--- src/rtl/alu_pkg.sv ---
// Shared ALU definitions: op encodings, widths and sequencer state encoding.
package alu_pkg;

    localparam int ALU_OPW     = 2;
    localparam int ALU_DW      = 3;
    localparam int ALU_QW      = 4;
    localparam int NUM_VECTORS = 256;
    localparam int IDX_W       = ALU_OPW + 2 * ALU_DW;
    localparam int CNT_W       = IDX_W + 1;

    localparam logic [IDX_W-1:0] NO_FAIL_IDX = 8'hFF;
    localparam logic [IDX_W-1:0] LAST_IDX    = 8'(NUM_VECTORS - 1);

    typedef enum logic [ALU_OPW-1:0] {
        OP_ADD  = 2'b00,
        OP_SUB  = 2'b01,
        OP_BEQ  = 2'b10,
        OP_HALF = 2'b11
    } alu_op_e;

    typedef enum logic [2:0] {
        IDLE   = 3'd0,
        DRIVE  = 3'd1,
        SETTLE = 3'd2,
        CHECK  = 3'd3,
        DONE   = 3'd4
    } seq_state_e;

endpackage

--- src/rtl/alu_golden_model.sv ---
// Combinational reference for the 3-bit ALU: (op, a, b) -> expected 4-bit q.
module alu_golden_model
    import alu_pkg::*;
(
    input  logic [ALU_OPW-1:0] op_i,
    input  logic [ALU_DW-1:0]  a_i,
    input  logic [ALU_DW-1:0]  b_i,
    output logic [ALU_QW-1:0]  q_o
);

    always_comb begin
        q_o = '0;
        case (op_i)
            OP_ADD:  q_o = {1'b0, a_i} + {1'b0, b_i};
            // Borrow flag in the top bit, modulo-8 difference below.
            OP_SUB:  q_o = {(a_i < b_i), 3'(a_i - b_i)};
            OP_BEQ:  q_o = {1'b0, ~(a_i ^ b_i)};
            OP_HALF: q_o = {1'b0, a_i >> 1};
            default: q_o = '0;
        endcase
    end

endmodule

--- src/rtl/alu_vector_sequencer.sv ---
// Sweeps all 256 {op,a,b} vectors into the ALU and scores q against the golden model.
// Build option ALU_SEQ_STOP_ON_FAIL_EN: end the sweep at the first mismatching vector.
module alu_vector_sequencer
    import alu_pkg::*;
#(
    parameter int SETTLE_CYCLES = 2,
    parameter int OPW           = 2,
    parameter int DW            = 3
) (
    input  logic           clk,
    input  logic           rst,
    input  logic           start,
    output logic [OPW-1:0] swSelect,
    output logic [DW-1:0]  a,
    output logic [DW-1:0]  b,
    input  logic [DW:0]    q,
    output logic           busy,
    output logic           done,
    output logic [8:0]     pass_cnt,
    output logic [8:0]     fail_cnt,
    output logic [7:0]     first_fail_idx,
    output logic           any_fail
);

`ifdef ALU_SEQ_STOP_ON_FAIL_EN
    localparam bit STOP_ON_FAIL = 1'b1;
`else
    localparam bit STOP_ON_FAIL = 1'b0;
`endif

    localparam logic [3:0] SETTLE_LOAD =
        (SETTLE_CYCLES > 0) ? 4'(SETTLE_CYCLES - 1) : 4'd0;

    seq_state_e        state_q;
    logic [IDX_W-1:0]  idx_q;
    logic [IDX_W-1:0]  drive_q;
    logic [3:0]        settle_q;
    logic              busy_q;
    logic              done_q;
    logic [CNT_W-1:0]  pass_q;
    logic [CNT_W-1:0]  fail_q;
    logic [IDX_W-1:0]  first_fail_q;
    logic              any_fail_q;

    logic [ALU_QW-1:0] golden_q_w;
    logic              match_w;
    logic              last_w;
    logic [IDX_W-1:0]  idx_d;

    // The golden model sees the registered drive value, identical to what the ALU sees.
    alu_golden_model u_golden (
        .op_i (drive_q[IDX_W-1 -: ALU_OPW]),
        .a_i  (drive_q[2*ALU_DW-1 -: ALU_DW]),
        .b_i  (drive_q[ALU_DW-1:0]),
        .q_o  (golden_q_w)
    );

    assign match_w = (q == golden_q_w);
    assign last_w  = (idx_q == LAST_IDX) || (STOP_ON_FAIL && !match_w);
    assign idx_d   = idx_q + 8'd1;

    always_ff @(posedge clk or posedge rst) begin
        if (rst) begin
            state_q      <= IDLE;
            idx_q        <= '0;
            drive_q      <= '0;
            settle_q     <= '0;
            busy_q       <= 1'b0;
            done_q       <= 1'b0;
            pass_q       <= '0;
            fail_q       <= '0;
            first_fail_q <= NO_FAIL_IDX;
            any_fail_q   <= 1'b0;
        end else begin
            case (state_q)
                IDLE, DONE: begin
                    // done is registered off the DONE state, so it rises one edge after entry.
                    done_q <= (state_q == DONE) && !start;
                    if (start) begin
                        state_q      <= DRIVE;
                        idx_q        <= '0;
                        busy_q       <= 1'b1;
                        pass_q       <= '0;
                        fail_q       <= '0;
                        first_fail_q <= NO_FAIL_IDX;
                        any_fail_q   <= 1'b0;
                    end
                end
                DRIVE: begin
                    drive_q  <= idx_q;
                    settle_q <= SETTLE_LOAD;
                    state_q  <= (SETTLE_CYCLES == 0) ? CHECK : SETTLE;
                end
                SETTLE: begin
                    if (settle_q == 4'd0) begin
                        state_q <= CHECK;
                    end else begin
                        settle_q <= settle_q - 4'd1;
                    end
                end
                CHECK: begin
                    if (match_w) begin
                        pass_q <= pass_q + 9'd1;
                    end else begin
                        fail_q <= fail_q + 9'd1;
                        if (!any_fail_q) begin
                            first_fail_q <= idx_q;
                            any_fail_q   <= 1'b1;
                        end
                    end
                    if (last_w) begin
                        state_q <= DONE;
                        busy_q  <= 1'b0;
                    end else begin
                        idx_q   <= idx_d;
                        state_q <= DRIVE;
                    end
                end
                default: begin
                    state_q <= IDLE;
                    busy_q  <= 1'b0;
                    done_q  <= 1'b0;
                end
            endcase
        end
    end

    assign swSelect       = drive_q[IDX_W-1 -: ALU_OPW];
    assign a              = drive_q[2*ALU_DW-1 -: ALU_DW];
    assign b              = drive_q[ALU_DW-1:0];
    assign busy           = busy_q;
    assign done           = done_q;
    assign pass_cnt       = pass_q;
    assign fail_cnt       = fail_q;
    assign first_fail_idx = first_fail_q;
    assign any_fail       = any_fail_q;

endmodule

--- config.mk ---
export PLATFORM = sky130hd
export DESIGN_NAME = alu_vector_sequencer
export DESIGN_NICKNAME = d
export VERILOG_FILES = /design/src/rtl/alu_pkg.sv /design/src/rtl/alu_golden_model.sv /design/src/rtl/alu_vector_sequencer.sv
export SDC_FILE = /design/constraint.sdc
export NUM_CORES = 1
export LEC_CHECK = 0
export BUFFER_PORTS_ARGS = -buffer_cell sky130_fd_sc_hd__buf_2
export CAP_MARGIN = 15
export CORE_MARGIN = 4
export CORE_UTILIZATION = 45
export DETAILED_ROUTE_END_ITERATION = 8
export PLACE_DENSITY = 0.74
export SLEW_MARGIN = 25
export SYNTH_ARGS = -nofsm -noshare
export SYNTH_HDL_FRONTEND = slang
export SYNTH_SLANG_ARGS = --single-unit
--- constraint.sdc ---
create_clock -name clk -period 4.75 [get_ports clk]
set_input_delay 0.2375 -clock clk [delete_from_list [all_inputs] [get_ports clk]]
set_output_delay 0.2375 -clock clk [all_outputs]
set_load 0.01 [all_outputs]
[Yosys cells after proc, flatten, opt, wreduce, memory -nomap -nowiden]
Cells that the tools add are included.
Operators by class
  add/subtract/negate cells: 6
  multiply operators: 0
  divide/modulo/power cells: 0
  order comparisons: 1
  eq/ne operators: 17
  shift operators: 0
  muxes and demuxes: 26
  bitwise operators: 3
  reductions and logical operators: 17
Operators by type and width (count)
  8-bit 2-to-1 mux: 5
  9-bit case mux with 2 select lines: 2
  8-bit case mux with 2 select lines: 2
  9-bit 2-to-1 mux: 3
  9-bit by 1-bit adder with 9-bit output (second input constant): 2
  2-bit != test (second input constant): 8
  4-bit case mux with 4 select lines: 1
  3-bit case mux with 4 select lines: 1
  3-bit AND reduction: 4
  3-bit 2-to-1 mux: 3
  8-bit by 1-bit adder with 8-bit output (second input constant): 1
  8-bit equality test (second input constant): 1
  4-bit case mux with 2 select lines: 1
  3-bit by 2-bit equality test with 1-bit output (second input constant): 2
  3-bit by 3-bit adder with 4-bit output: 1
  2-bit equality test (second input constant): 2
  4-bit equality test: 1
  4-bit zero test: 1
  1-bit 2-to-1 mux: 4
  4-bit 2-to-1 mux: 1
  1-bit case mux with 2 select lines: 2
  2-bit AND reduction: 2
  4-bit AND reduction: 1
  2-bit nonzero test: 2
  other kinds (16): 17
Storage, ports and cells
  bits in registers: 52
  latch bits: 0
  memory bits (writable): 0
  bits in read-only memories: 0
  output and inout port bits: 37
  word-level logic and storage cells: 80
  memories kept: 0

[Logic depth before layout (Yosys ltp)]
  depth in word-level cells: 6
  mapped depth: 10

[Modules after synthesis]
A second synthesis with hierarchy kept.
Second synthesis, totals
  cells, all modules: 289
  area total of the unflattened synthesis: 2810.2 sq um
Modules (own cells, without submodules)
  alu_vector_sequencer: instances 1, cells each 260, area an instance 2546.2 sq um, sequential area each 1311.3 sq um
  alu_golden_model: instances 1, cells each 29, area an instance 264.0 sq um, sequential area each 0.0 sq um

[Least setup slack after synthesis]
Ideal clock, no wire load.
  path type: register to register
  start: register drive_q[3]
  end: register pass_q[8], in the netlist pass_cnt[8]
  library setup time: 0.066 ns
  data arrival time: 2.737 ns
  data required time: 4.684 ns
  slack: 1.947 ns
  stages on the path, launching flop included: 11
  path buffers: 1
  period minus slack after synthesis: 2.803 ns
  cell sequence: dfrtp_1 > inv_1 > ha_1 > fa_1 > inv_1 > mux4_2 > xnor2_1 > o211ai_2 > buf_2 > or4_1 > nand2_1
Between the ends
  longest elaborated chain between the ends: 6
RTL lines
  start: declaration: line alu_vector_sequencer.sv:36  | logic [IDX_W-1:0] drive_q;
  start signal: assignment: line alu_vector_sequencer.sv:90  | drive_q <= idx_q;
  parallel branches: the longest is 2 deep, another holds 3-bit subtractor
  4-bit case mux with 4 select lines (*): line alu_golden_model.sv:13  | case (op_i)
  4-bit equality test (*): line alu_vector_sequencer.sv:58  | assign match_w = (q == golden_q_w);
  2-bit != test (no line) (*)
  3-bit AND reduction (no line) (*)
  end signal: assignment: line alu_vector_sequencer.sv:103  | pass_q <= pass_q + 9'd1;
  end: declaration: line alu_vector_sequencer.sv:40  | logic [CNT_W-1:0] pass_q;
Mark *: on every way between the ends.
A chain may end at the register's enable or synchronous reset.

[Worst setup path after layout]
  start: register drive_q[3]
  end: register fail_q[6], in the netlist fail_cnt[6]
Between the ends
  longest elaborated chain between the ends: 6
RTL lines
  parallel branches: the longest is 2 deep, another holds 3-bit subtractor
  4-bit case mux with 4 select lines (*): line alu_golden_model.sv:13
  4-bit equality test (*): line alu_vector_sequencer.sv:58
  2-bit != test (no line) (*)
  3-bit AND reduction (no line) (*)
  end signal: assignment: line alu_vector_sequencer.sv:105  | fail_q <= fail_q + 9'd1;
  end: declaration: line alu_vector_sequencer.sv:41  | logic [CNT_W-1:0] fail_q;
Marked as above.

==> metrics <==
run status finished clean; global-route wire length before repair 11500 µm; Die Span X 89.7 µm; synthesized cell area 3000 µm²; Mapped Nets 341; cell area after layout 3350 µm²; CTS sink count 52; via count of the routed design 2469; final setup TNS 0 ns; slowest library cell on the worst path sky130_fd_sc_hd__fa_1; cell row count 29; vias per std cell 5.65; antenna violations before repair 0; post-CTS setup repair buffer count 0; cell count after synthesis 321; cells taking the most area after synthesis sky130_fd_sc_hd__dfrtp_1 37%, sky130_fd_sc_hd__dfstp_2 7.0%, sky130_fd_sc_hd__nand2_1 5.6%; clock tree from TritonCTS yes; main flop type after synthesis sky130_fd_sc_hd__dfrtp_1; proportion of synthesized chip area in sequential cells 0.437; clock latency reported for the late side of the worst-skew pair 0.31 ns; total core area 6420 µm²; data arrival time at the worst-slack endpoint 3.23 ns; leakage power 1.49 nW; GR Util All Layers 0.182; highest clock frequency the design can meet 0.328 GHz; RSZ-0062 raised after global routing false; number of violations of the max-capacitance limit 0; start point of the critical path drive_q[3]$_DFFE_PP0P_; Post-Route Skew 0.00457 ns; number of cells on the worst reg-to-reg path 9; count of cell instances traversed by the critical path 9; Synth Register Bits 52; via count of the first global-routing pass 2457; final weighted congestion of routability-driven global placement 0.893; classification of the worst-slack hold path in2async; placed inst area 3260 µm²; Antenna diodes 0; Post-synth top cells 45 x sky130_fd_sc_hd__nand2_1, 44 x sky130_fd_sc_hd__dfrtp_1, 33 x sky130_fd_sc_hd__nor2_1; die height 89.7 µm; count of final setup violators 0; cell breakdown of the critical path inv_1, ha_1, fa_1, inv_1, mux4_2, xnor2_1, o211ai_2, nor2_1, o21ai_0; H-tree depth 2; Critical Path Start Type register; kind of critical path reg2reg; dominant cell by count in the synthesized netlist sky130_fd_sc_hd__nand2_1; slew at the pin closest to its max-slew limit 0.829 ns; post-detailed-route DRC marker count 0; cts repair resizes 0; DRT iter0 DRCs 126; Worst-path clk slew 0.10 ns; fraction of synthesis flops using an asynchronous set or reset pin 1.00; overflow left after global routing 0; Routed Wire Length 6730 µm; count of endpoints failing hold in the final timing report 0; DPL Wire Length 4830 µm; Wirelength per Cell 15.4 µm; pin count of the biggest net entering global routing 53; average size of a mapped cell 9.35 µm²; most used cell along the critical path sky130_fd_sc_hd__inv_1; maximum cell stage delay along the critical path 0.49 ns; Crit path required time 4.93 ns; count of different cell masters after synthesis 53; EDFF count, synth 0; Synth top area share 0.367; Peak VDD IR 0.000235 V; total chip power 1.83 mW; final layout net count 379; Yosys warning count 0; post-cts hold buffer count 0; number of routed nets with antenna violations 0; TritonRoute pass-1 iters 4; worst slew margin relative to its limit 0.444; area of the die 8040 µm²; start of the worst register-to-register path drive_q[3]$_DFFE_PP0P_; clock root buffer sky130_fd_sc_hd__clkbuf_8; crit-path max FO 14; cell taking the most area after synthesis sky130_fd_sc_hd__dfrtp_1; count of buffers from port buffering 43; initial standard-cell utilization of the core 0.468; Crit. End Element register; CTS Buffer Depth 2; largest delay contributor family on the critical path adder cells; post-route minimum period 3.05 ns; final cycle utilization of the critical path 0.642; fin. max-slew vios 0; power density relative to cell area 547 nW/µm²; Ports 44; P&R area growth vs syn 11.5%; fraction of layout cells with a size suffix above 1 0.211; critical path buffer and inverter count 2; clock buffer count from CTS 5
[flip-flops by register name (all words and copies together) (netlist names)]
signal	flops
drive_q	8
first_fail_idx	8
pass_cnt	9
state_q	3
done	1
busy	1
any_fail	1
settle_q	4
idx_q	8
fail_cnt	9
[routing by layer]
metal	vias to the layer above	track usage	share of wire
li1	1199	-	-
met3	6	0.0310	0.039
met2	52	0.289	0.48
met4	0	0.0541	0.0098
met5	-	0	0
met1	1212	0.257	0.47
[area by class of cell]
class	count	area [µm²]
clock inverter	1	7.51
tap	77	96.3
multi-input combinational	235	1540
sequential	52	1310
fill	600	3070
timing repair buffer	44	223
clock buffer	7	86.3
inverter	21	81.3
[cell families after synthesis]
group / Yosys count / synth area share
simple gates: 137 / 0.217
compound gates: 55 / 0.137
flops: 52 / 0.437
buf+inv: 34 / 0.0492
mux: 19 / 0.0687
fa+ha+maj: 13 / 0.0592
xor+xnor: 11 / 0.0321
[power breakdown]
part           switching (mW)  internal [mW]  total [mW]  leakage, nW
clock network           0.153          0.119       0.272       0.0445
logic                   0.485          0.323       0.808        0.781
registers               0.156          0.596       0.753        0.669
[through the flow]
| step | util | cells | hold WS, ns | setup slack, ns |
|---|---|---|---|---|
| global placement | 0.507 | 429 | 0.489 | 1.82 |
| CTS | 0.522 | 437 | 0.0393 | 1.68 |
| global route | 0.522 | 437 | 0.0672 | 1.45 |
| floorplan | - | 321 | 0.421 | 1.95 |
| detailed placement | 0.507 | 429 | 0.379 | 1.70 |
| finish | 0.522 | 437 | 0.00297 | 1.70 |
[placed cells by master (no fill, tap or decap), types with 3 or more instances in the layout]
cell type                  Yosys  final
sky130_fd_sc_hd__a21oi_1       7      7
sky130_fd_sc_hd__a41oi_1       5      5
sky130_fd_sc_hd__buf_2         4     43
sky130_fd_sc_hd__clkbuf_8      0      6
sky130_fd_sc_hd__dfrtp_1      44     44
sky130_fd_sc_hd__dfstp_2       8      8
sky130_fd_sc_hd__ha_1         11     11
sky130_fd_sc_hd__inv_1        21     20
sky130_fd_sc_hd__mux2_2        3      3
sky130_fd_sc_hd__mux2i_1      15     15
sky130_fd_sc_hd__nand2_1      45     45
sky130_fd_sc_hd__nand2b_1      3      3
sky130_fd_sc_hd__nand3_1      25     25
sky130_fd_sc_hd__nor2_1       33     33
sky130_fd_sc_hd__nor3_1        8      8
sky130_fd_sc_hd__o211ai_1      3      3
sky130_fd_sc_hd__o21ai_0      17     17
sky130_fd_sc_hd__o41ai_1       5      5
sky130_fd_sc_hd__or3_1         4      4
sky130_fd_sc_hd__or4_1         3      3
sky130_fd_sc_hd__xnor2_1       8      8
sky130_fd_sc_hd__xor2_1        3      3
[worst register-to-register path, delay by kind of cell (launching register included)]
family | cells | cell delay (ns)
adder cells (fa/ha/maj) | 2 | 0.72
AO/OA/AOI/OAI | 2 | 0.49
AND/OR/NAND/NOR | 1 | 0.49
multiplexers | 1 | 0.46
flip-flops | 1 | 0.38
XOR/XNOR | 1 | 0.27
buffers and inverters | 2 | 0.11
[worst paths after layout]
path                                                end  slack, ns
max in group asynchronous          idx_q[6]$_DFFE_PP0P_       4.31
worst max register to register  fail_cnt[6]$_DFFE_PP0P_       1.70
min in group clk                 state_q[2]$_DFFE_PP0P_       0.28
worst min register to register   state_q[1]$_DFFE_PP0P_       0.52
worst max-delay path            fail_cnt[6]$_DFFE_PP0P_       1.70
worst min-delay path            pass_cnt[1]$_DFFE_PP0P_      0.003
Note: power is estimated with default switching activity, not from simulation.
